[src/rtl/param_streamer_pkg.sv]
// Shared constants, state encoding and helpers for the parameter streamer.
package param_streamer_pkg;

    // First byte of every frame, lets a sink resynchronise.
    localparam logic [7:0] SYNC_BYTE = 8'hA5;

    // Index counter width; the longest legal frame is 3+4+4+16 = 27 bytes.
    localparam int IDX_W = 5;

    typedef enum logic [1:0] {
        IDLE = 2'd0,
        SEND = 2'd1,
        DONE = 2'd2
    } state_e;

    // Number of whole bytes needed to carry a field of the given bit width.
    function automatic int byte_count(input int bits);
        return (bits + 32'sd7) / 32'sd8;
    endfunction

    // Flags byte: per-parameter match results plus the two single-bit values.
    function automatic logic [7:0] flags_byte(input logic vec_ok, input logic int_ok,
                                             input logic rea_ok, input logic str_ok,
                                             input logic log_v,  input logic boo_v);
        return {2'b00, vec_ok, int_ok, rea_ok, str_ok, log_v, boo_v};
    endfunction

endpackage

[src/rtl/param_frame_rom.sv]
// Constant frame contents (everything except the checksum), indexed by byte
// position. All comparisons are resolved at elaboration.
module param_frame_rom
    import param_streamer_pkg::*;
#(
    parameter int                   BOO     = 0,
    parameter int                   INT_W   = 8,
    parameter logic [INT_W-1:0]     INT     = '0,
    parameter logic                 LOG     = 1'b0,
    parameter int                   VEC_W   = 8,
    parameter logic [VEC_W-1:0]     VEC     = '0,
    parameter int                   STR_LEN = 4,
    parameter logic [8*STR_LEN-1:0] STR     = "ABCD",
    parameter real                  REA     = 0.0,
    parameter logic [INT_W-1:0]     EXP_INT = INT_W'(32'd255),
    parameter logic [VEC_W-1:0]     EXP_VEC = '1,
    parameter logic [8*STR_LEN-1:0] EXP_STR = "WXYZ",
    parameter real                  EXP_REA = 1.1
) (
    input  logic [IDX_W-1:0] idx_i,
    output logic [7:0]       byte_o,
    output logic             match_o
);

    localparam int IB = byte_count(INT_W);
    localparam int VB = byte_count(VEC_W);
    localparam int NB = 2 + IB + VB + STR_LEN;

    localparam logic BOO_B  = BOO[0];
    localparam logic INT_OK = (INT == EXP_INT);
    localparam logic VEC_OK = (VEC == EXP_VEC);
    localparam logic STR_OK = (STR == EXP_STR);
    localparam logic REA_OK = (REA == EXP_REA);

    localparam logic [7:0]      FLAGS   = flags_byte(VEC_OK, INT_OK, REA_OK, STR_OK, LOG, BOO_B);
    localparam logic [8*IB-1:0] INT_EXT = (8*IB)'(INT);
    localparam logic [8*VB-1:0] VEC_EXT = (8*VB)'(VEC);

    // Byte 0 sits in the top byte, so the string keeps its first character first.
    localparam logic [8*NB-1:0] FRAME = {SYNC_BYTE, FLAGS, INT_EXT, VEC_EXT, STR};

    assign match_o = BOO_B & LOG & INT_OK & VEC_OK & STR_OK & REA_OK;

    // One-hot mux over the constant frame; out-of-range indices read as zero.
    always_comb begin
        byte_o = 8'h00;
        for (int k = 0; k < NB; k++) begin
            byte_o = byte_o | ((idx_i == IDX_W'(k)) ? FRAME[8*(NB-1-k) +: 8] : 8'h00);
        end
    end

endmodule

[src/rtl/param_streamer.sv]
// Streams the compile-time parameter values and their match flags as a
// checksummed byte frame over a valid/ready interface.
module param_streamer
    import param_streamer_pkg::*;
#(
    parameter int                   BOO     = 0,
    parameter int                   INT_W   = 8,
    parameter logic [INT_W-1:0]     INT     = '0,
    parameter logic                 LOG     = 1'b0,
    parameter int                   VEC_W   = 8,
    parameter logic [VEC_W-1:0]     VEC     = '0,
    parameter int                   STR_LEN = 4,
    parameter logic [8*STR_LEN-1:0] STR     = "ABCD",
    parameter real                  REA     = 0.0,
    parameter logic [INT_W-1:0]     EXP_INT = INT_W'(32'd255),
    parameter logic [VEC_W-1:0]     EXP_VEC = '1,
    parameter logic [8*STR_LEN-1:0] EXP_STR = "WXYZ",
    parameter real                  EXP_REA = 1.1,
    parameter int                   REPEAT  = 0
) (
    input  logic       clk_i,
    input  logic       rst_ni,
    input  logic       start_i,
    output logic [7:0] tdata_o,
    output logic       tvalid_o,
    input  logic       tready_i,
    output logic       busy_o,
    output logic       done_o,
    output logic       match_o
);

    localparam int               N_BYTES  = 3 + byte_count(INT_W) + byte_count(VEC_W) + STR_LEN;
    localparam logic [IDX_W-1:0] LAST_IDX = IDX_W'(N_BYTES - 1);
    localparam logic             REPEAT_B = (REPEAT != 0);

    state_e           state_q, state_d;
    logic [IDX_W-1:0] idx_q, idx_d;
    logic [7:0]       csum_q, csum_d;
    logic [7:0]       tdata_q, tdata_d;
    logic             tvalid_q, tvalid_d;
    logic             busy_q, busy_d;
    logic             done_q, done_d;

    logic [IDX_W-1:0] next_idx_s;
    logic [7:0]       rom_byte_s;
    logic             hs_s;

    assign next_idx_s = idx_q + IDX_W'(1);
    assign hs_s       = tvalid_q & tready_i;

    param_frame_rom #(
        .BOO(BOO), .INT_W(INT_W), .INT(INT), .LOG(LOG), .VEC_W(VEC_W), .VEC(VEC),
        .STR_LEN(STR_LEN), .STR(STR), .REA(REA), .EXP_INT(EXP_INT), .EXP_VEC(EXP_VEC),
        .EXP_STR(EXP_STR), .EXP_REA(EXP_REA)
    ) u_rom (
        .idx_i   (next_idx_s),
        .byte_o  (rom_byte_s),
        .match_o (match_o)
    );

    // Next-state logic: the output register always holds the byte at idx_q.
    always_comb begin
        state_d  = state_q;
        idx_d    = idx_q;
        csum_d   = csum_q;
        tdata_d  = tdata_q;
        tvalid_d = tvalid_q;
        busy_d   = busy_q;
        done_d   = 1'b0;
        case (state_q)
            IDLE: begin
                if (start_i) begin
                    state_d  = SEND;
                    idx_d    = '0;
                    csum_d   = 8'h00;
                    tdata_d  = SYNC_BYTE;
                    tvalid_d = 1'b1;
                    busy_d   = 1'b1;
                end else begin
                    tvalid_d = 1'b0;
                    busy_d   = 1'b0;
                end
            end
            SEND: begin
                if (hs_s) begin
                    csum_d = csum_q ^ tdata_q;
                    if (idx_q == LAST_IDX) begin
                        state_d = DONE;
                        idx_d   = '0;
                        done_d  = 1'b1;
                        if (REPEAT_B) begin
                            // Next frame's sync byte goes out alongside done_o.
                            tdata_d  = SYNC_BYTE;
                            tvalid_d = 1'b1;
                            csum_d   = 8'h00;
                        end else begin
                            tdata_d  = 8'h00;
                            tvalid_d = 1'b0;
                        end
                    end else begin
                        idx_d = next_idx_s;
                        if (next_idx_s == LAST_IDX) begin
                            tdata_d = csum_q ^ tdata_q;
                        end else begin
                            tdata_d = rom_byte_s;
                        end
                    end
                end else begin
                    state_d = SEND;
                end
            end
            DONE: begin
                if (REPEAT_B) begin
                    // Sync byte may already be accepted during the done cycle.
                    state_d = SEND;
                    if (hs_s) begin
                        csum_d  = csum_q ^ tdata_q;
                        idx_d   = next_idx_s;
                        tdata_d = rom_byte_s;
                    end else begin
                        idx_d = idx_q;
                    end
                end else begin
                    state_d  = IDLE;
                    tvalid_d = 1'b0;
                    busy_d   = 1'b0;
                end
            end
            default: begin
                state_d  = IDLE;
                idx_d    = '0;
                csum_d   = 8'h00;
                tdata_d  = 8'h00;
                tvalid_d = 1'b0;
                busy_d   = 1'b0;
            end
        endcase
    end

    // State, index, checksum and output registers.
    always_ff @(posedge clk_i or negedge rst_ni) begin
        if (!rst_ni) begin
            state_q  <= IDLE;
            idx_q    <= '0;
            csum_q   <= 8'h00;
            tdata_q  <= 8'h00;
            tvalid_q <= 1'b0;
            busy_q   <= 1'b0;
            done_q   <= 1'b0;
        end else begin
            state_q  <= state_d;
            idx_q    <= idx_d;
            csum_q   <= csum_d;
            tdata_q  <= tdata_d;
            tvalid_q <= tvalid_d;
            busy_q   <= busy_d;
            done_q   <= done_d;
        end
    end

    assign tdata_o  = tdata_q;
    assign tvalid_o = tvalid_q;
    assign busy_o   = busy_q;
    assign done_o   = done_q;

endmodule

[config.mk]
export PLATFORM = sky130hd
export DESIGN_NAME = param_streamer
export DESIGN_NICKNAME = d
export VERILOG_FILES = /design/src/rtl/param_streamer_pkg.sv /design/src/rtl/param_frame_rom.sv /design/src/rtl/param_streamer.sv
export SDC_FILE = /design/constraint.sdc
export NUM_CORES = 1
export LEC_CHECK = 0
export CORE_MARGIN = 1
export CORE_UTILIZATION = 61
export DETAILED_ROUTE_END_ITERATION = 8
export PLACE_DENSITY_LB_ADDON = 0.25
export SYNTH_ARGS = -nofsm -noshare
export SYNTH_HDL_FRONTEND = slang
export SYNTH_SLANG_ARGS = --single-unit
[constraint.sdc]
create_clock -name clk_i -period 2.6 [get_ports clk_i]
set_input_delay 0.26 -clock clk_i [delete_from_list [all_inputs] [get_ports clk_i]]
set_output_delay 0.26 -clock clk_i [all_outputs]
set_load 0.01 [all_outputs]
==> metrics.cfg, run 1 <==
[status]
status=complete, no violations

[clock_tree]
numCtsBuffers=3
cts_resized=0
cts_sinks=26
postCtsSetupRepairBufs=0
cts.clk_slew.worst_paths_ns=0.14
clock_path_buffers=2
root_buffer=clkbuf_4
clk_latency_ns=0.32
tritoncts=done
cts_hold_buf=0
htree_levels=1

[synthesis]
synth_warnings=0
synth_top_family_by_area=compound AO/OA/AOI/OAI gates
syn-instance-count=179
synth-seq-cells=26
synth-edff-count=0
yosys-top-cells-area=dfrtp_1 40%, o21ai_0 6.4%, ha_1 3.8%
yosysUniqueCellTypes=52
synthAdderAreaFrac_pct=3.83
synth_mux_area_share_pct=0.918
synthSimpleGateAreaFrac_pct=21.2
seq_area_frac_synth_pct=39.8
synth_area_per_cell_um2=9.14
yosysTopAreaCell=dfrtp_1
yosysTopAreaCellShare_pct=39.8
synth_area_um2=1640
async_flop_share_pct=100
synth_compound_area_share_pct=25.6
synthFlopType=dfrtp_1
synthXorXnorAreaFrac_pct=1.61
synth_nets=188

[timing]
slew_viol_final=0
hold_viol=0
setup_violations=0
fin_crit_sh_pct=80.1
min_period_ns=2.08
rsz0062_at_grt=no
fin_skew_ns=0.00226
max_freq_mhz=480
finalSetupTns_ns=0

[min_path]
hp-class=in2async

[critical_path]
cpMaxStageDelayCell=dfrtp_1
criticalPathCategory=reg2reg
rr_startpoint=idx_q[0]$_DFFE_PN0P_
worstSetupStartpoint=idx_q[0]$_DFFE_PN0P_
worstPathArrival_ns=2.31
startpoint_type=flop
path_cells=ha_1 -> nor4b_1 -> nand2_1 -> o21ai_4 -> a311oi_1 -> a211o_1
path_delay_family=simple AND/OR/NAND/NOR gates
cp_data_required_time_ns=2.83
cp_num_buf_inv=0
cpPeakStageDelay_ns=0.51
cp_max_fo=12
endpoint_kind=flop

[routing]
firstDrtPassIters=4
antenna_left=0
wire_per_inst_um=16.0
vias=1381
viasPerCell=6.22
drc_errors=0
wirelength_mm=3.55
drtIter0Drc=44

[die]
rows=18
die-width_um=53.8
dieArea_um2=2890
dieHeight_um=53.8
num_io_pins=16
core_area_um2=2500
initial_core_util_pct=65.4

[global_route]
grt_pass1_wl_mm=5.70
grt_use_total_pct=27.6
grt_pass1_vias=1231
antenna_found_initial=0
grt-ovfl-total=0
grt_max_degree=27

[final_layout]
utilization_pct=71.9
layout_common_cells=26 x dfrtp_1, 21 x o21ai_0, 16 x nand2_1, 16 x nor2_1, 14 x clkdlybuf4s50_1
layout-drive-gt1-share_pct=10.4
final_common_cell=dfrtp_1
nNetsFinal=202
n_antenna_cell=0
stdcell_count=222
area_growth_pct=9.95

[placed_design]
dp_hpwl_mm=2.55
dp_cells=218
io_buffer_count=14
globalplace.congestion=0.960

[power]
ir_drop_mv=0.559
p_leak_uw=0.000771
power_density_nw_per_um2=869

[flow_run]
drv_cap=0

## path summary, 6_finish.rpt
path / depth (start not counted) / slack (ns) / endpoint
hold / removal: 2 / 0.27 / tdata_o[3]$_DFFE_PN0P_
setup / recovery: 6 / 0.52 / tdata_o[0]$_DFFE_PN0P_
hold reg to reg: 1 / 0.50 / csum_q[5]$_DFFE_PN0P_
setup reg to reg: 6 / 0.52 / tdata_o[0]$_DFFE_PN0P_
min in group clk_i: 1 / 0.50 / csum_q[5]$_DFFE_PN0P_
max in group asynchronous: 2 / 2.08 / idx_q[4]$_DFFE_PN0P_
## synthesized netlist by cell type, types with 3 or more instances
library cell	n
dfrtp_1	26
o21ai_0	21
nand2_1	16
nor2_1	16
a21oi_1	11
inv_1	8
nand3_1	7
nand2b_1	6
ha_1	5
a21o_1	4
a211oi_1	3
and2_1	3
clkbuf_8	3
o31ai_1	3
xnor2_1	3
## power breakdown
part / internal (µW) / switching (µW)
combinational: 333 / 351
sequential: 513 / 158
clock: 85.8 / 121
total: 932 / 630
## metal layers
metal	GRT usage [%]	part of all wire, %	vias up
li1	-	-	665
met1	38.3	46	669
met2	43.2	49	44
met3	3.67	4.9	3
met4	11.0	0.54	0
met5	0	0	-
## registers in the layout (all words and copies together) (netlist names)
signal and cells:
busy_o 1, csum_q 8, done_o 1, idx_q 5
state_q 2, tdata_o 8, tvalid_o 1
## cell families after synthesis
kind of cell	count (synthesis)
adders and majority gates	5
buffers and inverters	17
DFF	26
other	1
xor gates and xnor gates	3
muxes	1
AOI/OAI and AO/OA	62
and+or+nand+nor	64
## layout make-up
cell class              count  area (µm²)
clock buffers               4        36.3
fillers                   185         702
inverters                   8        30.0
multi-input cells         136         873
flip-flops and latches     26         651
well taps                  30        37.5
repair buffers             18         170
## through the flow
step | area [µm²] | hold WS (ns) | setup slack [ns] | power [µW]
after global routing | 1800 | 0.341 | 0.362 | 1660
after detailed placement | 1760 | 0.490 | 0.551 | 1350
after CTS | 1800 | 0.289 | 0.531 | 1560
final | 1800 | 0.275 | 0.518 | 1560
after global placement | 1760 | 0.467 | 0.634 | 1310
after floorplan | 1640 | -0.0356 | 0.840 | 1120
No activity file was read; power rests on OpenSTA's default activity.
==> run 2, diff against run 1 <==
Settings changed: CORE_UTILIZATION 61 to 56.
Clock period 2.6 ns to 2.15 ns, I/O delays scaled along.
==> run 2 against run 1 <==
  * Utilization decreased by 6.3 points
  * Maximum frequency increased by 4.1%
  * Wire length decreased by 1.3%
  * Count of clock-buffer cells in the layout unchanged
  * Worst setup slack got worse by 0.37 ns
  * Hold slack got worse by 0.041 ns
  * Combinational power increased by 19%
  * Global-route usage decreased by 3.7 points
==> metrics.cfg, run 2 (same netlist as run 1, synthesis figures left out) <==
[clock_tree]
cts.clk_slew.worst_paths_ns=0.14
cts_sinks=26
tritoncts=done
clk_latency_ns=0.32
postCtsSetupRepairBufs=0
root_buffer=clkbuf_4
clock_path_buffers=2
htree_levels=1
numCtsBuffers=3
cts_hold_buf=0

[critical_path]
cp_data_required_time_ns=2.38
path_delay_family=simple AND/OR/NAND/NOR gates
reg2reg_slack_ns=0.15
rr_startpoint=idx_q[0]$_DFFE_PN0P_
cp_max_fo=12
path_cells=ha_2 -> nor4b_1 -> nand2_1 -> o21ai_4 -> a311oi_1 -> a211o_1
cpPeakStageDelay_ns=0.51
startpoint_type=flop
criticalPathCategory=reg2reg
endpoint_kind=flop
cpMaxStageDelayCell=dfrtp_1
worstPathArrival_ns=2.22
timing.rr.end=tdata_o[0]$_DFFE_PN0P_
ff2ff_path_depth=6
cp_num_buf_inv=0

[die]
die-width_um=56.0
core_area_um2=2760
dieHeight_um=56.0
initial_core_util_pct=59.3
dieArea_um2=3140
rows=19
num_io_pins=16

[routing]
viasPerCell=6.16
drc_errors=0
vias=1379
drtIter0Drc=72
wirelength_mm=3.50
wire_per_inst_um=15.6
antenna_left=0
firstDrtPassIters=4

[placed_design]
dp_hpwl_mm=2.58
globalplace.congestion=0.878
io_buffer_count=14

[final_layout]
n_antenna_cell=0
layout-drive-gt1-share_pct=11.4
fillers=238
layout_common_cells=26 x dfrtp_1, 21 x o21ai_0, 16 x nand2_1, 16 x nor2_1, 14 x clkdlybuf4s50_1
final_common_cell=dfrtp_1
nNetsFinal=203
area_growth_pct=10.6

[global_route]
grt-ovfl-total=0
grt_pass1_vias=1320
grt_use_total_pct=23.9
antenna_found_initial=0
grt_pass1_wl_mm=6.01
grt_max_degree=27

[status]
status=complete, no violations

[power]
ir_drop_mv=0.666
power_density_nw_per_um2=1040
p_leak_uw=0.000775

[timing]
slew_viol_final=0
fin_skew_ns=0.00130
finalSetupTns_ns=0
rsz0062_at_grt=no
fin_crit_sh_pct=93.0
setup_violations=0
max_freq_mhz=500
hold_ws_ns=0.234
worst-slew-pin-transition_ns=0.532
slew_headroom_pct=64.4
hold_viol=0
min_period_ns=2.00

[min_path]
hp-class=in2async

[flow_run]
drv_cap=0

-- run 2: how the worst max path moves through the flow --
stage | from | endpoint | slack (ns) | depth (start not counted)
2_1_floorplan | idx_q[0]$_DFFE_PN0P_ | tdata_o[5]$_DFFE_PN0P_ | 0.39 | 7
3_3_place_gp | idx_q[0]$_DFFE_PN0P_ | tdata_o[0]$_DFFE_PN0P_ | 0.15 | 6
3_5_place_dp | idx_q[0]$_DFFE_PN0P_ | tdata_o[6]$_DFFE_PN0P_ | 0.09 | 6
4_1_cts | idx_q[0]$_DFFE_PN0P_ | tdata_o[6]$_DFFE_PN0P_ | 0.08 | 6
5_1_grt | idx_q[0]$_DFFE_PN0P_ | tdata_o[0]$_DFFE_PN0P_ | 0.02 | 7
6_report | idx_q[0]$_DFFE_PN0P_ | tdata_o[0]$_DFFE_PN0P_ | 0.15 | 6
-- run 2: cell type report --
class,instances,area [µm²],area share (%)
clock buffer,4,36.3,2.01
sequential,26,651,36.0
tap,31,38.8,2.14
multi-input combinational,136,876,48.4
inverter,8,30.0,1.66
timing repair buffer,19,178,9.82
-- run 2: worst reg2reg max path, delay by kind of cell (launching register included) --
family	cells	cell delay (ns)
compound gates	3	0.50
flops	1	0.51
fa+ha+maj	1	0.31
simple gates	2	0.59
-- run 2: layer usage --
layer	vias up	wire length [µm]	share of wire, %	GRT usage, %
met4	0	38	1.1	6.97
met1	672	1620	46	33.2
met2	30	1720	49	38.9
li1	670	-	-	-
met3	7	124	3.5	3.49
met5	-	0	0	0
-- run 2: power by group --
group | total [µW] | switching [µW] | leakage (µW) | internal, µW
Clock | 250 | 146 | 0.0000210 | 104
Sequential | 811 | 191 | 0.000343 | 621
Combinational | 817 | 414 | 0.000410 | 403
Total | 1880 | 751 | 0.000775 | 1130
-- run 2: stage by stage --
stage	util [%]	setup slack (ns)	power, µW	area, µm²	std cells
after floorplan	-	0.390	1350	1640	179
after global placement	64.2	0.154	1580	1770	220
after detailed placement	64.2	0.0930	1620	1770	220
after CTS	65.5	0.0814	1870	1810	224
after global routing	65.6	0.0234	2010	1810	224
final	65.6	0.151	1880	1810	224
-- run 2: timing repair --
item	4_1_cts	5_1_grt
resized for setup	0	2
endpoints found under the hold margin	0	0
endpoints found under the setup margin	0	3
